[src/rtl/alu_pkg.sv]
// Shared definitions for the multi-cycle ALU: opcode map, FSM states and
// the iterative engine's mode select.
package alu_pkg;

  localparam logic [3:0] OP_ADD  = 4'h0;
  localparam logic [3:0] OP_SUB  = 4'h1;
  localparam logic [3:0] OP_MUL  = 4'h2;
  localparam logic [3:0] OP_DIV  = 4'h3;
  localparam logic [3:0] OP_SHL  = 4'h4;
  localparam logic [3:0] OP_SHR  = 4'h5;
  localparam logic [3:0] OP_ROL  = 4'h6;
  localparam logic [3:0] OP_ROR  = 4'h7;
  localparam logic [3:0] OP_AND  = 4'h8;
  localparam logic [3:0] OP_OR   = 4'h9;
  localparam logic [3:0] OP_XOR  = 4'hA;
  localparam logic [3:0] OP_NOR  = 4'hB;
  localparam logic [3:0] OP_NAND = 4'hC;
  localparam logic [3:0] OP_XNOR = 4'hD;
  localparam logic [3:0] OP_GT   = 4'hE;
  localparam logic [3:0] OP_EQ   = 4'hF;

  typedef enum logic [1:0] {ST_IDLE, ST_MUL, ST_DIV, ST_DONE} state_t;

  typedef enum logic {MD_MUL, MD_DIV} md_t;

  function automatic logic is_multicycle(input logic [3:0] op);
    return (op == OP_MUL) || (op == OP_DIV);
  endfunction

endpackage

[src/rtl/alu_iter_muldiv.sv]
// Iterative unsigned shift-add multiplier / restoring divider, one step per
// clock over WIDTH steps.
module alu_iter_muldiv
  import alu_pkg::*;
#(
  parameter int WIDTH = 16
) (
  input  logic             clk,
  input  logic             reset_n,
  input  logic             start,
  input  md_t              mode,
  input  logic [WIDTH-1:0] a,
  input  logic [WIDTH-1:0] b,
  output logic             busy,
  output logic             done,
  output logic [WIDTH-1:0] lo,
  output logic [WIDTH-1:0] hi
);

  localparam int SHW = $clog2(WIDTH);
  localparam logic [SHW-1:0] LAST = SHW'(WIDTH - 1);

  logic [2*WIDTH-1:0] p;
  logic [2*WIDTH-1:0] p_step;
  logic [WIDTH-1:0]   dvs;
  logic [SHW-1:0]     cnt;
  logic               busy_q;
  md_t                md;
  logic [WIDTH:0]     add_t;
  logic [WIDTH:0]     rem_sh;
  logic [WIDTH:0]     sub_t;

  // MUL: {hi,lo} starts as {0,a}; add b into hi when lo[0] is set, then shift right.
  // DIV: {rem,quo} starts as {0,a}; shift left, try subtracting b, restore on borrow.
  always_comb begin
    add_t  = '0;
    rem_sh = '0;
    sub_t  = '0;
    p_step = p;
    if (md == MD_MUL) begin
      add_t  = {1'b0, p[2*WIDTH-1:WIDTH]} + (p[0] ? {1'b0, dvs} : '0);
      p_step = {add_t, p[WIDTH-1:1]};
    end else begin
      rem_sh = {p[2*WIDTH-1:WIDTH], p[WIDTH-1]};
      sub_t  = rem_sh - {1'b0, dvs};
      if (sub_t[WIDTH])
        p_step = {rem_sh[WIDTH-1:0], p[WIDTH-2:0], 1'b0};
      else
        p_step = {sub_t[WIDTH-1:0], p[WIDTH-2:0], 1'b1};
    end
  end

  always_ff @(posedge clk) begin
    if (!reset_n) begin
      busy_q <= 1'b0;
      cnt    <= '0;
      p      <= '0;
      dvs    <= '0;
      md     <= MD_MUL;
    end else if (start) begin
      busy_q <= 1'b1;
      cnt    <= '0;
      md     <= mode;
      dvs    <= b;
      p      <= {{WIDTH{1'b0}}, a};
    end else if (busy_q) begin
      p   <= p_step;
      cnt <= cnt + 1'b1;
      if (cnt == LAST)
        busy_q <= 1'b0;
    end
  end

  // lo/hi present the outcome of the final step while done is high, so the
  // caller can register it on the same edge the step completes.
  assign busy = busy_q;
  assign done = busy_q && (cnt == LAST);
  assign lo   = p_step[WIDTH-1:0];
  assign hi   = p_step[2*WIDTH-1:WIDTH];

endmodule

[src/rtl/alu_multicycle.sv]
// Parametrised ALU with single-cycle logic/arithmetic ops and iterative
// MUL/DIV, using valid/ready handshakes on both sides.
module alu_multicycle
  import alu_pkg::*;
#(
  parameter int WIDTH = 16
) (
  input  logic             clk,
  input  logic             reset_n,
  input  logic             in_valid,
  output logic             in_ready,
  input  logic [3:0]       opcode,
  input  logic [WIDTH-1:0] operand1,
  input  logic [WIDTH-1:0] operand2,
  output logic             out_valid,
  input  logic             out_ready,
  output logic [WIDTH-1:0] result,
  output logic [WIDTH-1:0] result_hi,
  output logic             flag_zero,
  output logic             flag_neg,
  output logic             flag_carry,
  output logic             flag_ovf,
  output logic             flag_dbz
);

  localparam int SHW = $clog2(WIDTH);

  state_t           state, state_n;
  logic             accept;
  logic             eng_start, eng_busy, eng_done;
  logic [WIDTH-1:0] eng_lo, eng_hi;

  logic [SHW-1:0]   amt, ramt;
  logic [WIDTH:0]   sum, diff;
  logic [WIDTH-1:0] sc_res, sc_hi;
  logic             sc_carry, sc_ovf, sc_dbz;

  logic             load;
  logic [WIDTH-1:0] res_n, hi_n;
  logic             carry_n, ovf_n, dbz_n;

  assign in_ready  = (state == ST_IDLE) || ((state == ST_DONE) && out_ready);
  assign accept    = in_valid && in_ready;
  assign out_valid = (state == ST_DONE);

  alu_iter_muldiv #(.WIDTH(WIDTH)) u_iter (
    .clk     (clk),
    .reset_n (reset_n),
    .start   (eng_start),
    .mode    ((opcode == OP_MUL) ? MD_MUL : MD_DIV),
    .a       (operand1),
    .b       (operand2),
    .busy    (eng_busy),
    .done    (eng_done),
    .lo      (eng_lo),
    .hi      (eng_hi)
  );

  always_comb begin
    amt      = operand2[SHW-1:0];
    ramt     = '0 - amt;
    sum      = {1'b0, operand1} + {1'b0, operand2};
    diff     = {1'b0, operand1} - {1'b0, operand2};
    sc_res   = '0;
    sc_hi    = '0;
    sc_carry = 1'b0;
    sc_ovf   = 1'b0;
    sc_dbz   = 1'b0;
    case (opcode)
      OP_ADD: begin
        sc_res   = sum[WIDTH-1:0];
        sc_carry = sum[WIDTH];
        sc_ovf   = (operand1[WIDTH-1] == operand2[WIDTH-1]) && (sum[WIDTH-1] != operand1[WIDTH-1]);
      end
      OP_SUB: begin
        sc_res   = diff[WIDTH-1:0];
        sc_carry = diff[WIDTH];
        sc_ovf   = (operand1[WIDTH-1] != operand2[WIDTH-1]) && (diff[WIDTH-1] != operand1[WIDTH-1]);
      end
      OP_DIV: begin
        sc_res = '1;
        sc_hi  = operand1;
        sc_dbz = 1'b1;
      end
      OP_SHL:  sc_res = operand1 << amt;
      OP_SHR:  sc_res = operand1 >> amt;
      // ramt is (WIDTH - amt) mod WIDTH, so amount 0 ORs operand1 with itself
      OP_ROL:  sc_res = (operand1 << amt) | (operand1 >> ramt);
      OP_ROR:  sc_res = (operand1 >> amt) | (operand1 << ramt);
      OP_AND:  sc_res = operand1 & operand2;
      OP_OR:   sc_res = operand1 | operand2;
      OP_XOR:  sc_res = operand1 ^ operand2;
      OP_NOR:  sc_res = ~(operand1 | operand2);
      OP_NAND: sc_res = ~(operand1 & operand2);
      OP_XNOR: sc_res = ~(operand1 ^ operand2);
      OP_GT:   sc_res[0] = (operand1 > operand2);
      OP_EQ:   sc_res[0] = (operand1 == operand2);
      default: sc_res = '0;
    endcase
  end

  always_comb begin
    state_n   = state;
    load      = 1'b0;
    eng_start = 1'b0;
    res_n     = sc_res;
    hi_n      = sc_hi;
    carry_n   = sc_carry;
    ovf_n     = sc_ovf;
    dbz_n     = sc_dbz;
    case (state)
      ST_IDLE, ST_DONE: begin
        if ((state == ST_DONE) && out_ready)
          state_n = ST_IDLE;
        if (accept) begin
          if (is_multicycle(opcode) && (operand2 != '0 || opcode == OP_MUL)) begin
            eng_start = 1'b1;
            state_n   = (opcode == OP_MUL) ? ST_MUL : ST_DIV;
          end else begin
            load    = 1'b1;
            state_n = ST_DONE;
          end
        end
      end
      ST_MUL, ST_DIV: begin
        if (eng_done) begin
          load    = 1'b1;
          res_n   = eng_lo;
          hi_n    = eng_hi;
          carry_n = (state == ST_MUL) && (eng_hi != '0);
          ovf_n   = 1'b0;
          dbz_n   = 1'b0;
          state_n = ST_DONE;
        end else if (!eng_busy) begin
          state_n = ST_IDLE;
        end
      end
      default: state_n = ST_IDLE;
    endcase
  end

  always_ff @(posedge clk) begin
    if (!reset_n) begin
      state      <= ST_IDLE;
      result     <= '0;
      result_hi  <= '0;
      flag_zero  <= 1'b0;
      flag_neg   <= 1'b0;
      flag_carry <= 1'b0;
      flag_ovf   <= 1'b0;
      flag_dbz   <= 1'b0;
    end else begin
      state <= state_n;
      if (load) begin
        result     <= res_n;
        result_hi  <= hi_n;
        flag_zero  <= (res_n == '0);
        flag_neg   <= res_n[WIDTH-1];
        flag_carry <= carry_n;
        flag_ovf   <= ovf_n;
        flag_dbz   <= dbz_n;
      end
    end
  end

endmodule

[config.mk]
export PLATFORM = sky130hd
export DESIGN_NAME = alu_multicycle
export DESIGN_NICKNAME = d
export VERILOG_FILES = /design/src/rtl/alu_pkg.sv /design/src/rtl/alu_iter_muldiv.sv /design/src/rtl/alu_multicycle.sv
export SDC_FILE = /design/constraint.sdc
export NUM_CORES = 1
export LEC_CHECK = 0
export ABC_AREA = 1
export ABC_CLOCK_PERIOD_IN_PS = 2700
export CAP_MARGIN = 5
export CORE_MARGIN = 2
export CORE_UTILIZATION = 27
export CTS_BUF_LIST = sky130_fd_sc_hd__clkbuf_8
export CTS_CLUSTER_DIAMETER = 50
export DETAILED_ROUTE_END_ITERATION = 8
export HOLD_SLACK_MARGIN = 0.02
export SYNTH_ARGS = -nofsm -noshare
export SYNTH_HDL_FRONTEND = slang
export SYNTH_SLANG_ARGS = --single-unit
[constraint.sdc]
create_clock -name clk -period 2.7 [get_ports clk]
set_clock_uncertainty 0.2 [all_clocks]
set_input_delay 0.27 -clock clk [delete_from_list [all_inputs] [get_ports clk]]
set_output_delay 0.27 -clock clk [all_outputs]
set_load 0.005 [all_outputs]
# Word-level counts from Yosys, hierarchy flattened
# Index checks and enable logic that the tools add are counted.
word_totals:
  ff_bits: 93
  word_cells: 119
  input_bits: 40
classes:
  add_sub_neg: 6
  bitwise_logic: 9
  shift: 4
  reduce_logical: 20
  eq_ne: 26
  magnitude_cmp: 1
  mux: 39
ops:
  columns: ["operator", "n"]
  rows:
  - ["15-bit case mux with 13 select lines", 1]
  - ["16-bit 2-to-1 mux", 8]
  - ["32-bit 2-to-1 mux", 2]
  - ["16-bit inverter", 3]
  - ["16-bit OR", 3]
  - ["4-bit == test, second input constant", 9]
  - ["16-bit by 16-bit adder with 17-bit output", 2]
  - ["16-bit nonzero test", 2]
  - ["16-bit by 4-bit << shifter with 16-bit output", 2]
  - ["16-bit by 4-bit right shift with 16-bit output", 2]
  - ["1-bit 2-to-1 mux", 17]
  - ["16-bit by 16-bit subtractor with 17-bit output", 1]
  - ["17-bit by 16-bit subtractor with 17-bit output", 1]
  - ["16-bit AND", 1]
  - ["16-bit == test", 1]
  - ["4-bit by 3-bit == test with 1-bit output, second input constant", 4]
  - ["16-bit greater-than comparator", 1]
  - ["16-bit logical NOT", 1]
  - ["16-bit bitwise XOR", 1]
  - ["1-bit case mux with 15 select lines", 1]
  - ["2-bit 2-to-1 mux", 6]
  - ["4-bit by 2-bit == test with 1-bit output, second input constant", 2]
  - ["1-bit logical AND", 7]
  - ["3-bit != test, second input constant", 2]
  - ["other kinds (16)", 25]

# Longest topological paths before layout
logic_depth:
  ltp_word: 7
  ltp_mapped: 23

# Hierarchy
# A second synthesis with hierarchy kept.
unflattened:
  cells_unflattened: 2338
  area_unflattened_um2: 12688.4
by_module_without_submodules:
  columns: ["module", "n_inst", "cells_each", "seq_area_each_um2", "area_each_um2"]
  rows:
  - ["alu_multicycle", 1, 1538, 760.7, 7941.4]
  - ["alu_iter_muldiv", 1, 800, 1081.0, 4747.1]

# Worst setup path after synthesis
# No wires, ideal clock.
synth_timing:
  kind: "input port to flip-flop"
  start: "input port operand2[3]"
  end: "register flag_zero"
  path_buffers: 3
  t_required_ns: 2.433
  setup_slack_ns: -0.082
  setup_time_ns: 0.067
  path_stages: 19
  t_arrival_ns: 2.514
  cell_sequence: "inv_1 > buf_2 > buf_1 > ha_1 > buf_2 > nor2_1 > and3_1 > nand2_1 > nand2_1 > nand2_1 > nand2_1 > nand2_1 > nand3_1 > nand3_1 > a21oi_1 > nand4_1 > nor2_1 > nand2_1 > a21oi_2"
synth_via:
  elab_chain_cells: 7
synth_rtl:
  columns: ["element", "line_no", "source"]
  rows:
  - ["from (decl)", "alu_multicycle.sv:14", "input logic [WIDTH-1:0] operand2,"]
  - ["1-bit by 4-bit subtractor with 4-bit output", "alu_multicycle.sv:61", "ramt = '0 - amt;"]
  - ["16-bit by 4-bit << shifter with 16-bit output or 16-bit by 4-bit right shift with 16-bit output (tied branches)", "alu_multicycle.sv:89, alu_multicycle.sv:88", null]
  - ["16-bit OR, on equally long branches", "alu_multicycle.sv:89, alu_multicycle.sv:88", null]
  - ["1-bit case mux with 15 select lines or 15-bit case mux with 13 select lines (tied branches)", "alu_multicycle.sv:69", "case (opcode)"]
  - ["16-bit 2-to-1 mux", "alu_multicycle.sv:126", "if (eng_done) begin"]
  - ["16-bit 2-to-1 mux", "alu_multicycle.sv:111", "case (state)"]
  - ["16-bit logical NOT", "alu_multicycle.sv:157", "flag_zero <= (res_n == '0);"]
  - ["to (signal assigned)", "alu_multicycle.sv:157", null]
  - ["to (decl)", "alu_multicycle.sv:19", "output logic flag_zero,"]
# Several ways; a longest one is shown, not always the timed one.
# A chain may end at the register's enable or synchronous reset.

# Worst setup path after layout
layout_timing:
  start: "register u_iter.p[15]"
  end: "register flag_carry"
layout_via:
  elab_chain_cells: 7
layout_rtl:
  columns: ["element", "line_no", "source"]
  rows:
  - ["from (decl)", "alu_iter_muldiv.sv:23", "logic [2*WIDTH-1:0] p;"]
  - ["from (signal assigned)", "alu_iter_muldiv.sv:65", "p <= {{WIDTH{1'b0}}, a};"]
  - ["from (signal assigned)", "alu_iter_muldiv.sv:67", "p <= p_step;"]
  - ["17-bit by 16-bit subtractor with 17-bit output", "alu_iter_muldiv.sv:45", "sub_t = rem_sh - {1'b0, dvs};"]
  - ["32-bit 2-to-1 mux *", "alu_iter_muldiv.sv:46", "if (sub_t[WIDTH])"]
  - ["32-bit 2-to-1 mux *", "alu_iter_muldiv.sv:40", "if (md == MD_MUL) begin"]
  - ["16-bit nonzero test *", "alu_multicycle.sv:130", "carry_n = (state == ST_MUL) && (eng_hi != '0);"]
  - ["1-bit logical AND *", "alu_multicycle.sv:130", null]
  - ["1-bit 2-to-1 mux *", "alu_multicycle.sv:126", null]
  - ["1-bit 2-to-1 mux *", "alu_multicycle.sv:111", null]
  - ["to (signal assigned)", "alu_multicycle.sv:159", "flag_carry <= carry_n;"]
  - ["to (decl)", "alu_multicycle.sv:21", "output logic flag_carry,"]
# Mark *: on every way between the ends. The rest lies on a longest branch, timed or not.

==> flow_summary.ini <==
[drt]
drc = 0
wl_per_cell_um = 20.1
vias_per_cell = 5.16
first_pass_iters = 6
drtIter0Drc = 1645
routed_wl_mm = 67.2
num_vias = 17256
ant_nets = 0

[pwr]
power_mw = 9.48
powerDensity_nw_per_um2 = 503
p_sw_share_pct = 46.8
intPower_mw = 5.04
power_frac_clock_pct = 11.4
p_seq_share_pct = 18.5
combPwrFrac_pct = 70.0
ir_drop_mv = 0.471
power.static_leakage_nw = 9.72
switchingPower_mw = 4.44

[sta]
maxClockFrequency_mhz = 335
rsz0062_at_grt = true
slew-limit-headroom_pct = 57.3
fin_crit_sh_pct = 110
fin_ws_ns = -0.283
setup_violations = 10
drv_slew = 0
worst_pin_slew_ns = 0.639
final_hold_viol_count = 0
post-route-min-period_ns = 2.98

[floorplanning]
fp.dieW_um = 217
core_area_sq_um = 44500
io_pins = 79
fp-row-count = 77
dieArea_sq_um = 47000
die_h_um = 217
start_util_pct = 27.5

[cts]
clock_path_buffers = 2
clk_pin_slew_ns = 0.10
htreeDepth = 3
cts.sinks = 92
clkLatencyLatePin_ns = 0.42
holdBufCountCts = 0
cts_buffers = 9
cts_root_buffer = clkbuf_8
tritoncts = built

[worst_setup_path]
critical_path_peak_fanout = 3
worst_path_max_delay_cell = dfxtp_2
setup.worst_path.class = register to register
endpoint_kind = register
cp_common_cell = nand3_4
cp.arrival_ns = 3.06
required_ns = 2.78
critical_path.cell_chain = inv_2 -> ha_4 -> fa_2 -> inv_2 -> nand3_2 -> nand2_2 -> nand2_2 -> nand2_4 -> nand3_4 -> nand3_4 -> buf_6 -> nand3_4 -> nor2_4 -> nor2_4 -> nor2_2 -> nand3_1 -> nor2_2 -> nand3_4 -> nand2_4 -> a21oi_2
cpPeakStageDelay_ns = 0.34
start_kind = register

[outcome]
failed_checks = negative setup slack
outcome = complete, but fails checks

[placed_design]
io_buffer_count = 78
gp_congestion = 1.04
dp_slack_ns = -0.855
place_inst = 3311
dp_hpwl_mm = 55.7

[job]
maxCapViolCount = 0

[logic_synthesis]
synth_warnings = 0
synthDistinctLibCells = 48
netlist.top_cell.by_area = nand2_1
netlist.area_leader.share_pct = 19.4
synth_edf_count = 0
synthesis.area_sq_um = 12200
synthArstFlopShare_pct = 0
ys.flop_type = dfxtp_1
synth_nets = 2350
avgSynthCellArea_sq_um = 5.51
syn-instance-count = 2220
ys_seq_elements = 92
ys_top_cells_by_area = nand2_1 (19%), dfxtp_1 (15%), nand3_1 (15%)
synth-seq-area-share_pct = 15.1

[hold_path]
hp-class = primary input to register

[finish]
drive_gt1_share_pct = 29.8
diodes = 0
mostFrequentLayoutCells = nand2_1 (584), buf_4 (508), nand3_1 (334)
layout.cells.most_common = nand2_1
area_growth_pct = 54.0
final_cell_count_no_fill = 3347
num-nets-final = 2881

[global_routing]
track_usage_pct = 28.1
antenna_found_initial = 0
gr-total-overflow = 0
grt_pass1_vias = 16844
grt_max_degree = 49
grt_pass1_wl_mm = 101
## layer usage
layer / up-vias / wire, um / track usage [%]
li1: 8335 / - / -
met1: 8064 / 30100 / 38.8
met2: 723 / 29100 / 44.6
met3: 134 / 4880 / 3.42
met4: 0 / 3150 / 10.5
met5: - / 0 / 0
## cell families after synthesis
group | after synthesis | share of synthesized area (%)
xor+xnor | 19 | 1.36
compound gates | 361 | 16.1
fa+ha+maj | 90 | 9.45
buf+inv | 359 | 12.1
flops | 92 | 15.1
simple gates | 1296 | 45.7
mux | 3 | 0.246
## sequential cells by signal, summed over array words and instances, names as in the netlist
register	flops
u_iter.p	32
result	16
result_hi	16
u_iter.dvs	16
u_iter.cnt	4
state	2
flag_carry	1
flag_dbz	1
flag_ovf	1
flag_zero	1
u_iter.busy	1
u_iter.md	1
## synthesized netlist by cell type, types with 10 or more instances
master / count
a21oi_1: 149
buf_1: 10
buf_2: 34
clkbuf_1: 41
dfxtp_1: 92
ha_1: 86
inv_1: 248
nand2_1: 632
nand2_2: 15
nand3_1: 355
nand4_1: 35
nor2_1: 211
nor3_1: 16
o211ai_1: 22
o21ai_0: 143
o21bai_1: 13
xor2_1: 13
## critical path, delay by kind of cell (launching register included)
kind | cells | cell delay (ns)
simple gates | 14 | 1.54
buf+inv | 3 | 0.23
compound gates | 1 | 0.05
flops | 1 | 0.34
fa+ha+maj | 2 | 0.49
## power groups by stage
stage	clock [mW]	sequential, mW	combinational [mW]
final	1.08	1.76	6.64
after global routing	1.16	1.78	7.16
after CTS	1.11	1.75	6.21
after detailed placement	0	1.78	5.42
after global placement	0	1.77	5.38
after floorplan	0	1.76	2.68
## through the flow
step	cell area [sq um]	TNS [ns]	util [%]	hold slack, ns
final	18800	-1.04	42.3	0.109
after global routing	18800	-4.37	42.3	0.103
after CTS	18300	-1.27	41.1	0.0759
after detailed placement	17300	-24.76	38.9	0.256
after global placement	17300	-22.84	38.9	0.251
after floorplan	12200	0	-	0.224
## path summary, 6_finish.rpt
| check | slack [ns] | cells after the start | to | start |
|---|---|---|---|---|
| worst max-delay path | -0.28 | 20 | flag_carry | u_iter.p[15] |
| worst max register to register | -0.28 | 20 | flag_carry | u_iter.p[15] |
| worst min register to register | 0.26 | 2 | flag_dbz | flag_dbz |
| worst min-delay path | 0.11 | 3 | u_iter.p[11] | reset_n |
## what timing repair did
action / 4_1_cts / 5_1_grt
pin swaps: 34 / 48
gates cloned: 1 / 0
endpoints found under the hold margin: 0 / 0
gates resized for setup: 158 / 183
setup endpoints to repair: 51 / 50
setup buffers: 19 / 5
## layout make-up
class                      count  area, sq um
tap                          592          741
inverter                     258          973
multi-input combinational   1770         9900
timing repair buffer         620         5150
clock buffer                   9          124
clock inverter                 6         88.8
sequential                    92         1850
fill                        4843        25700
(Power assumes the default switching activity.)
